**src/rtl/mips_pkg.sv**
```systemverilog
// Shared widths, control/branch bit positions and branch-resolution helper
// for the EX/MEM boundary of the MIPS pipeline.
package mips_pkg;

  localparam int DW = 32;
  localparam int RW = 5;

  // in_ctrl = {regwrite, memread, memwrite, memtoreg}
  localparam int CTRL_REGWRITE = 3;
  localparam int CTRL_MEMREAD  = 2;
  localparam int CTRL_MEMWRITE = 1;
  localparam int CTRL_MEMTOREG = 0;
  localparam int CTRL_W        = 4;

  // in_br = {beq, bgtz}
  localparam int BR_BEQ  = 1;
  localparam int BR_BGTZ = 0;
  localparam int BR_W    = 2;

  // An overflowing instruction is nullified, so it can never redirect fetch.
  function automatic logic br_resolve(input logic [BR_W-1:0] br, input logic zero,
                                      input logic bgt, input logic oflow);
    return ((br[BR_BEQ] & zero) | (br[BR_BGTZ] & bgt)) & ~oflow;
  endfunction

endpackage

```
**src/rtl/ex_mem_skid.sv**
```systemverilog
// Two-entry in-order buffer with valid/ready on both sides; the head entry
// (oldest) is always presented on out_data.
module ex_mem_skid #(
  parameter int W = 8
) (
  input  logic         clk,
  input  logic         rst_n,
  input  logic         flush,
  input  logic         in_valid,
  output logic         in_ready,
  input  logic [W-1:0] in_data,
  output logic         out_valid,
  input  logic         out_ready,
  output logic [W-1:0] out_data
);

  logic [1:0]   count_q;
  logic [W-1:0] head_q;
  logic [W-1:0] tail_q;
  logic         push;
  logic         pop;

  // Gated by the reset pin so ready is low during reset and high on the very
  // first edge after release, without any combinational path from out_ready.
  assign in_ready  = rst_n & (count_q != 2'd2);
  assign out_valid = (count_q != 2'd0);
  assign out_data  = head_q;
  assign push      = in_valid & in_ready & ~flush;
  assign pop       = out_valid & out_ready;

  // NOTE: storage entries are reset too, so out_data is never X while idle.
  always_ff @(posedge clk or negedge rst_n) begin
    if (!rst_n) begin
      count_q <= 2'd0;
      head_q  <= '0;
      tail_q  <= '0;
    end else if (flush) begin
      count_q <= 2'd0;
    end else if (push && !pop) begin
      if (count_q == 2'd0) head_q <= in_data;
      else                 tail_q <= in_data;
      count_q <= count_q + 2'd1;
    end else if (pop && !push) begin
      head_q  <= tail_q;
      count_q <= count_q - 2'd1;
    end else if (push && pop) begin
      if (count_q == 2'd1) begin
        head_q <= in_data;
      end else begin
        head_q <= tail_q;
        tail_q <= in_data;
      end
    end
  end

endmodule

```
**src/rtl/ex_mem_stage.sv**
```systemverilog
// EX/MEM pipeline boundary: buffers EX results for MEM, resolves branches and
// raises the overflow exception one cycle after the instruction is accepted.
module ex_mem_stage #(
  parameter int DW = mips_pkg::DW,
  parameter int RW = mips_pkg::RW
) (
  input  logic          clk,
  input  logic          rst,
  input  logic          in_valid,
  output logic          in_ready,
  input  logic [DW-1:0] in_pc,
  input  logic [DW-1:0] in_alu_out,
  input  logic          in_zero,
  input  logic          in_oflow,
  input  logic          in_bgt,
  input  logic [DW-1:0] in_rt_data,
  input  logic [RW-1:0] in_dest,
  input  logic [3:0]    in_ctrl,
  input  logic [1:0]    in_br,
  input  logic [DW-1:0] in_br_target,
  input  logic          flush,
  output logic          out_valid,
  input  logic          out_ready,
  output logic [DW-1:0] out_alu,
  output logic [DW-1:0] out_rt_data,
  output logic [RW-1:0] out_dest,
  output logic [3:0]    out_ctrl,
  output logic          br_taken,
  output logic [DW-1:0] br_target,
  output logic          exc,
  output logic [DW-1:0] epc
);

  import mips_pkg::*;

  localparam int EW = 2*DW + RW + CTRL_W;

  logic          accept;
  logic [3:0]    ctrl_eff;
  logic [EW-1:0] entry_in;
  logic [EW-1:0] entry_out;
  logic          br_taken_q;
  logic          exc_q;
  logic [DW-1:0] br_target_q;
  logic [DW-1:0] epc_q;

  assign accept   = in_valid & in_ready & ~flush;
  assign ctrl_eff = in_oflow ? 4'b0000 : in_ctrl;
  assign entry_in = {in_alu_out, in_rt_data, in_dest, ctrl_eff};

  ex_mem_skid #(.W(EW)) u_skid (
    .clk       (clk),
    .rst_n     (rst),
    .flush     (flush),
    .in_valid  (in_valid),
    .in_ready  (in_ready),
    .in_data   (entry_in),
    .out_valid (out_valid),
    .out_ready (out_ready),
    .out_data  (entry_out)
  );

  assign {out_alu, out_rt_data, out_dest, out_ctrl} = entry_out;

  // NOTE: sequential state uses non-blocking assignments so every register
  // samples the pre-edge values regardless of statement order.
  always_ff @(posedge clk or negedge rst) begin
    if (!rst) begin
      br_taken_q  <= 1'b0;
      exc_q       <= 1'b0;
      br_target_q <= '0;
      epc_q       <= '0;
    end else begin
      br_taken_q <= accept & br_resolve(in_br, in_zero, in_bgt, in_oflow);
      exc_q      <= accept & in_oflow;
      if (accept && br_resolve(in_br, in_zero, in_bgt, in_oflow)) br_target_q <= in_br_target;
      if (accept && in_oflow) epc_q <= in_pc;
    end
  end

  assign br_taken  = br_taken_q;
  assign exc       = exc_q;
  assign br_target = br_target_q;
  assign epc       = epc_q;

endmodule

```
**config.mk**
```make
export PLATFORM = sky130hd
export DESIGN_NAME = ex_mem_stage
export DESIGN_NICKNAME = d
export VERILOG_FILES = /design/src/rtl/mips_pkg.sv /design/src/rtl/ex_mem_skid.sv /design/src/rtl/ex_mem_stage.sv
export SDC_FILE = /design/constraint.sdc
export NUM_CORES = 1
export LEC_CHECK = 0
export CORE_AREA = 3 3 142 144
export DETAILED_ROUTE_END_ITERATION = 8
export DIE_AREA = 0 0 145 147
export GPL_ROUTABILITY_DRIVEN = 0
export PLACE_DENSITY_LB_ADDON = 0.05
export SLEW_MARGIN = 20
export SYNTH_ARGS = -nofsm -noshare
export SYNTH_HDL_FRONTEND = slang
export SYNTH_SLANG_ARGS = --single-unit
export TNS_END_PERCENT = 100
```
**constraint.sdc**
```tcl
create_clock -name clk -period 2.4 [get_ports clk]
set_clock_uncertainty 0.2 [all_clocks]
set_input_delay 0.24 -clock clk [delete_from_list [all_inputs] [get_ports clk]]
set_output_delay 0.24 -clock clk [all_outputs]
set_load 0.005 [all_outputs]
```
==> results of run 1 <==
-- worst max-delay path, stage by stage, from the launching register on --
cell,delay (ps)
dfrtp_1,380
inv_1,120
ha_2,260
inv_1,100
clkdlybuf4s50_1,490
-- report_power, final --
part	total [W]	internal [W]	switching, W
Clock	0.00350	0.00212	0.00138
Sequential	0.00610	0.00525	0.000851
Combinational	0.00605	0.00357	0.00248
-- per-layer routing --
metal | vias to the layer above | part of all wire
met3 | 25 | 0.099
met2 | 230 | 0.47
met5 | - | 0
li1 | 3070 | -
met1 | 3202 | 0.41
met4 | 0 | 0.018
-- repair_timing --
item                                    CTS  global route
buffers inserted                          0             2
resized for setup                         0             6
endpoints found under the setup margin    0            36
hold buffers                              2             0
hold endpoints to repair                214             0
-- per-stage QoR --
step | worst slack (ps) | TNS [ps] | hold WS [ps] | instance area, um2
2_1_floorplan | 299 | 0 | -256 | 8650
3_3_place_gp | 145 | 0 | -104 | 11900
3_5_place_dp | 139 | 0 | -105 | 11900
5_1_grt | -6.75 | -9.47 | 104 | 12800
4_1_cts | 32.6 | 0 | 96.2 | 12700
6_report | 122 | 0 | 113 | 12800
-- kinds of logic after synthesis --
logic type      count (synthesis)  share of synthesized area
mux                           133                      0.173
simple gates                  166                     0.0782
xor+xnor                        2                    0.00202
buf+inv                        50                     0.0291
compound gates                155                     0.0921
flops                         214                      0.619
fa+ha+maj                       5                    0.00665
-- cell usage in the layout (no fill, tap or decap), drive strengths merged --
cell / Yosys / routed
nor2: 74 / 74
nor3: 1 / 1
clkdlybuf4s50: 0 / 286
buf: 32 / 22
maj3: 2 / 2
or3: 1 / 1
nand2: 76 / 76
o21ai: 4 / 4
nand2b: 9 / 9
bufinv: 0 / 3
nor4bb: 1 / 1
clkbuf: 13 / 33
a31oi: 1 / 1
nand3: 1 / 1
mux2: 133 / 133
a22oi: 1 / 1
clkinvlp: 0 / 2
a21oi: 147 / 147
inv: 5 / 5
o22ai: 1 / 1
nand4bb: 1 / 1
nor2b: 2 / 2
dfrtp: 214 / 214
dlygate4sd3: 0 / 2
a2bb2oi: 1 / 1
diode: 0 / 1
ha: 3 / 3
clkinv: 0 / 5
xnor2: 2 / 2
-- sequential cells by signal, indices dropped and copies added, names as in the netlist --
signal / cells
u_skid.count_q: 2
u_skid.out_data: 73
br_target: 32
epc: 32
br_taken: 1
u_skid.tail_q: 73
exc: 1
-- layout make-up --
| class | instances | share of cell area |
|---|---|---|
| Inverter | 5 | 0.00147 |
| Clock inverter | 10 | 0.0102 |
| Tap cell | 260 | 0.0255 |
| Antenna cell | 1 | 0.000196 |
| Sequential cell | 214 | 0.419 |
| Clock buffer | 31 | 0.0482 |
| Timing Repair Buffer | 312 | 0.253 |
| Multi-Input combinational cell | 461 | 0.243 |
-- worst paths after layout --
path,start,to,slack (ps),depth (start not counted)
max in group asynchronous,rst,u_skid.tail_q[35],1060,3
min in group asynchronous,rst,u_skid.tail_q[31],200,3
worst max-delay path,u_skid.count_q[0],out_valid,120,4
worst min-delay path,in_rt_data[21],u_skid.out_data[30],110,3
worst max register to register,u_skid.count_q[0],br_target[6],160,7
worst min register to register,u_skid.tail_q[3],u_skid.tail_q[3],280,2
==> metrics.yaml, run 1 <==
sta:
  rsz0062_at_grt: "yes"
  fin_crit_sh: 0.949
  finalSetupViolations: 0
  fmax_ghz: 0.439
  hold_viol_final: 0
  tightest_slew_ps: 706
  min_period_ps: 2280
  relSlewSlack: 0.529
  slew_viol_final: 0
pwr:
  powerDensity_mw_per_mm2: 1230
  p_total_w: 0.0157
  p_leak_nw: 5.42
  ir_drop_mv: 0.694
die:
  fp-row-count: 50
  coreArea_mm2: 0.0188
  die_area_mm2: 0.0213
  start_util: 0.460
  die_h_um: 147
  die_x_um: 145
  io_pins: 288
synthesis:
  synth_area_per_cell_um2: 11.9
  yosysUniqueCellTypes: 27
  yosysTopAreaCellShare: 0.619
  ys_seq_area_frac: 0.619
  synth_area_mm2: 0.00865
  synth_top_cells_by_area: "dfrtp_1 (62%), mux2_2 (17%), a21oi_1 (8.5%)"
  synth_commonest_cells: "dfrtp_1 (214), a21oi_1 (147), mux2_2 (133), nand2_1 (75), nor2_1 (74)"
  synthCells: 725
  yosysWarnings: 0
  async_reset_ff_frac: 1.00
  syn-num-nets: 875
  synth_edf_count: 0
  synth_seq_cells: 214
  synthFlopType: "dfrtp_1"
  synth.most_common_cell: "dfrtp_1"
  synth_top_cell_by_area: "dfrtp_1"
layout:
  layout-drive-gt1-share: 0.196
  multi_input_area_mm2: 0.00310
  syn_to_final_growth_pct: 47.7
  nFillCells: 1458
  final_cell_count_no_fill: 1294
  final_core_util: 0.679
  nNetsFinal: 1167
  regArea_mm2: 0.00536
global_route:
  met2_usage: 0.346
  grt_use_total: 0.213
  grt_pass1_wl_mm: 37.5
  grt_max_degree: 131
  grt_pass1_vias: 6945
  top_usage_layer: "met2"
  met3_usage: 0.0864
  grtUsageMet1: 0.272
  grt_antenna_before_repair: 1
  grt_overflow: 0
clocking:
  root_buffer: "clkbuf_16"
  cts_sinks: 214
  insertion_delay_ps: 490
  numCtsBuffers: 23
  tritoncts: "yes"
  cts_buffer_depth: 3
  cts.reportedPaths.clkPinSlew_ps: 60
  htree_levels: 1
placement:
  dp.cells: 1247
  io_buffers: 287
  dp_hpwl_mm: 15.1
run:
  maxCapViolations: 0
worst_hold_path:
  hp-class: "primary input to register"
drt:
  wl_mm: 23.0
  first_pass_iters: 4
  vias: 6527
  post-route-drc-count: 0
  viasPerCell: 5.04
  ant_nets: 0
  wl_per_cell_um: 17.8
  drtIter0Drc: 360
status:
  run_status: "complete, no violations"
worst_setup_path:
  arrival_ps: 1840
  end_kind: "output pin"
  worstSetupPathType: "register to output pin"
  cp-start-kind: "register"
  crit_required_ps: 1960
  cp_max_fo: 5
No activity file was read; power rests on OpenSTA's default activity.
==> inputs of run 2 (changes only) <==
--- a/config.mk
+++ b/config.mk
@@ -9,6 +9,7 @@
 export DETAILED_ROUTE_END_ITERATION = 8
 export DIE_AREA = 0 0 145 147
 export GPL_ROUTABILITY_DRIVEN = 0
+export GPL_TIMING_DRIVEN = 0
 export PLACE_DENSITY_LB_ADDON = 0.05
 export SLEW_MARGIN = 20
 export SYNTH_ARGS = -nofsm -noshare
==> run 2 against run 1 <==
Compared with the run above:
- worst hold slack lost 79 ps
- register-to-register slack hardly changed
- global-route usage rose by 0.11 points
==> metrics.yaml, run 2 (synthesis gave the netlist of run 1 again) <==
status:
  run_status: "complete, no violations"
sta:
  fmax_ghz: 0.437
  min_period_ps: 2290
  finalSetupViolations: 0
  slew_viol_final: 0
  rsz0062_at_grt: "no"
  hold_viol_final: 0
  fin_crit_sh: 0.954
  setup_ws_ps: 110
  tightest_slew_ps: 480
  relSlewSlack: 0.680
layout:
  final_cell_mix: "clkdlybuf4s50_1 (286), dfrtp_1 (214), a21oi_1 (145)"
  final_core_util: 0.687
  final_common_cell: "clkdlybuf4s50_1"
  layout-drive-gt1-share: 0.224
  nFillCells: 1446
  nNetsFinal: 1199
  syn_to_final_growth_pct: 49.5
clocking:
  cts.reportedPaths.clkPinSlew_ps: 60
  cts_sinks: 214
  numCtsBuffers: 24
  tritoncts: "yes"
  insertion_delay_ps: 510
  cts_buffer_depth: 3
  htree_levels: 1
  root_buffer: "clkbuf_16"
worst_hold_path:
  hp-class: "primary input to asynchronous set/reset pin"
global_route:
  grt_pass1_wl_mm: 37.4
  grt_overflow: 0
  grt_max_degree: 91
  grt_use_total: 0.214
  grt_pass1_vias: 7041
  grt_antenna_before_repair: 1
pwr:
  ir_drop_mv: 0.697
  p_total_w: 0.0160
  p_leak_nw: 5.55
  powerDensity_mw_per_mm2: 1240
drt:
  wl_mm: 23.2
  drtIter0Drc: 330
  post-route-drc-count: 0
  wl_per_cell_um: 17.5
  first_pass_iters: 4
  vias: 6606
  viasPerCell: 4.98
  ant_nets: 0
placement:
  place_ws_ps: -459
  io_buffers: 287
  dp_hpwl_mm: 16.3
worst_setup_path:
  arrival_ps: 1850
  cp_max_fo: 51
  reg2reg_from: "u_skid.count_q[0]"
  startpoint: "rst"
  ff2ff_path_depth: 7
  worstSetupPathType: "primary input to output pin"
  cp-start-kind: "primary input"
  end_kind: "output pin"
  crit_required_ps: 1960
  rrSetupSlack_ps: 170
die:
  coreArea_mm2: 0.0188
  fp-row-count: 50
  io_pins: 288
  die_area_mm2: 0.0213
  die_h_um: 147
  start_util: 0.460
  die_x_um: 145
run:
  maxCapViolations: 0
[run 2: cell types whose count changed in the layout (fill, tap and decap cells not counted), moves of 3 or more]
cell / change
buf_12: -10
buf_2: +19
buf_4: +6
clkbuf_1: -5
clkbuf_2: +12
clkbuf_4: +3
clkbuf_8: +3
[run 2: final cells by class]
type / count / area (um2) / share of cell area
buffer: 45 / 275 / 0.0213
multi-input combinational: 461 / 3100 / 0.240
clock inverter: 11 / 170 / 0.0132
sequential: 214 / 5360 / 0.414
antenna: 1 / 2.50 / 0.000193
inverter: 5 / 18.8 / 0.00145
clock buffer: 31 / 677 / 0.0523
timing repair buffer: 298 / 3010 / 0.233
tap: 260 / 325 / 0.0251
[run 2: worst max-delay path, cell delays in order]
cell and delay (ps):
dlygate4sd3_1 590, buf_12 290, nor2b_1 170, clkdlybuf4s50_1 530
[run 2: what timing repair did]
| action | 4_1_cts | 5_1_grt |
|---|---|---|
| hold buffers | 1 | 0 |
| pin swaps | 1 | 1 |
| hold endpoints to repair | 214 | 0 |
| buffers inserted | 2 | 6 |
| resized for setup | 10 | 38 |
| setup endpoints to repair | 99 | 123 |
[run 2: stage by stage]
step                      std cells  setup TNS, ps  instance area, um2  hold WS (ps)
after floorplan                 725              0                8650          -256
after global placement         1272       -3567140               11900           265
after detailed placement       1274         -37390               11900         -15.6
after CTS                      1319          -2090               12800          42.7
after global routing           1326              0               12900          49.8
final                          1326              0               12900          33.9
[run 2: path summary, 6_finish.rpt]
path	endpoint
setup / recovery	in_ready
hold / removal	u_skid.out_data[59]
setup reg to reg	epc[16]
hold reg to reg	u_skid.tail_q[0]
max in group asynchronous	exc
min in group clk	u_skid.out_data[13]
[run 2: where the power goes]
part           internal (W)  switching [W]
combinational       0.00357        0.00250
sequential          0.00525       0.000845
clock               0.00242        0.00144
total                0.0112        0.00478
[run 2: routing by layer]
| layer | vias to the layer above | track usage | wire length (um) |
|---|---|---|---|
| met2 | 228 | 0.354 | 11200 |
| met4 | 0 | 0.0532 | 410 |
| met5 | - | 0 | 0 |
| met3 | 28 | 0.0787 | 2230 |
| met1 | 3228 | 0.270 | 9430 |
| li1 | 3122 | - | - |
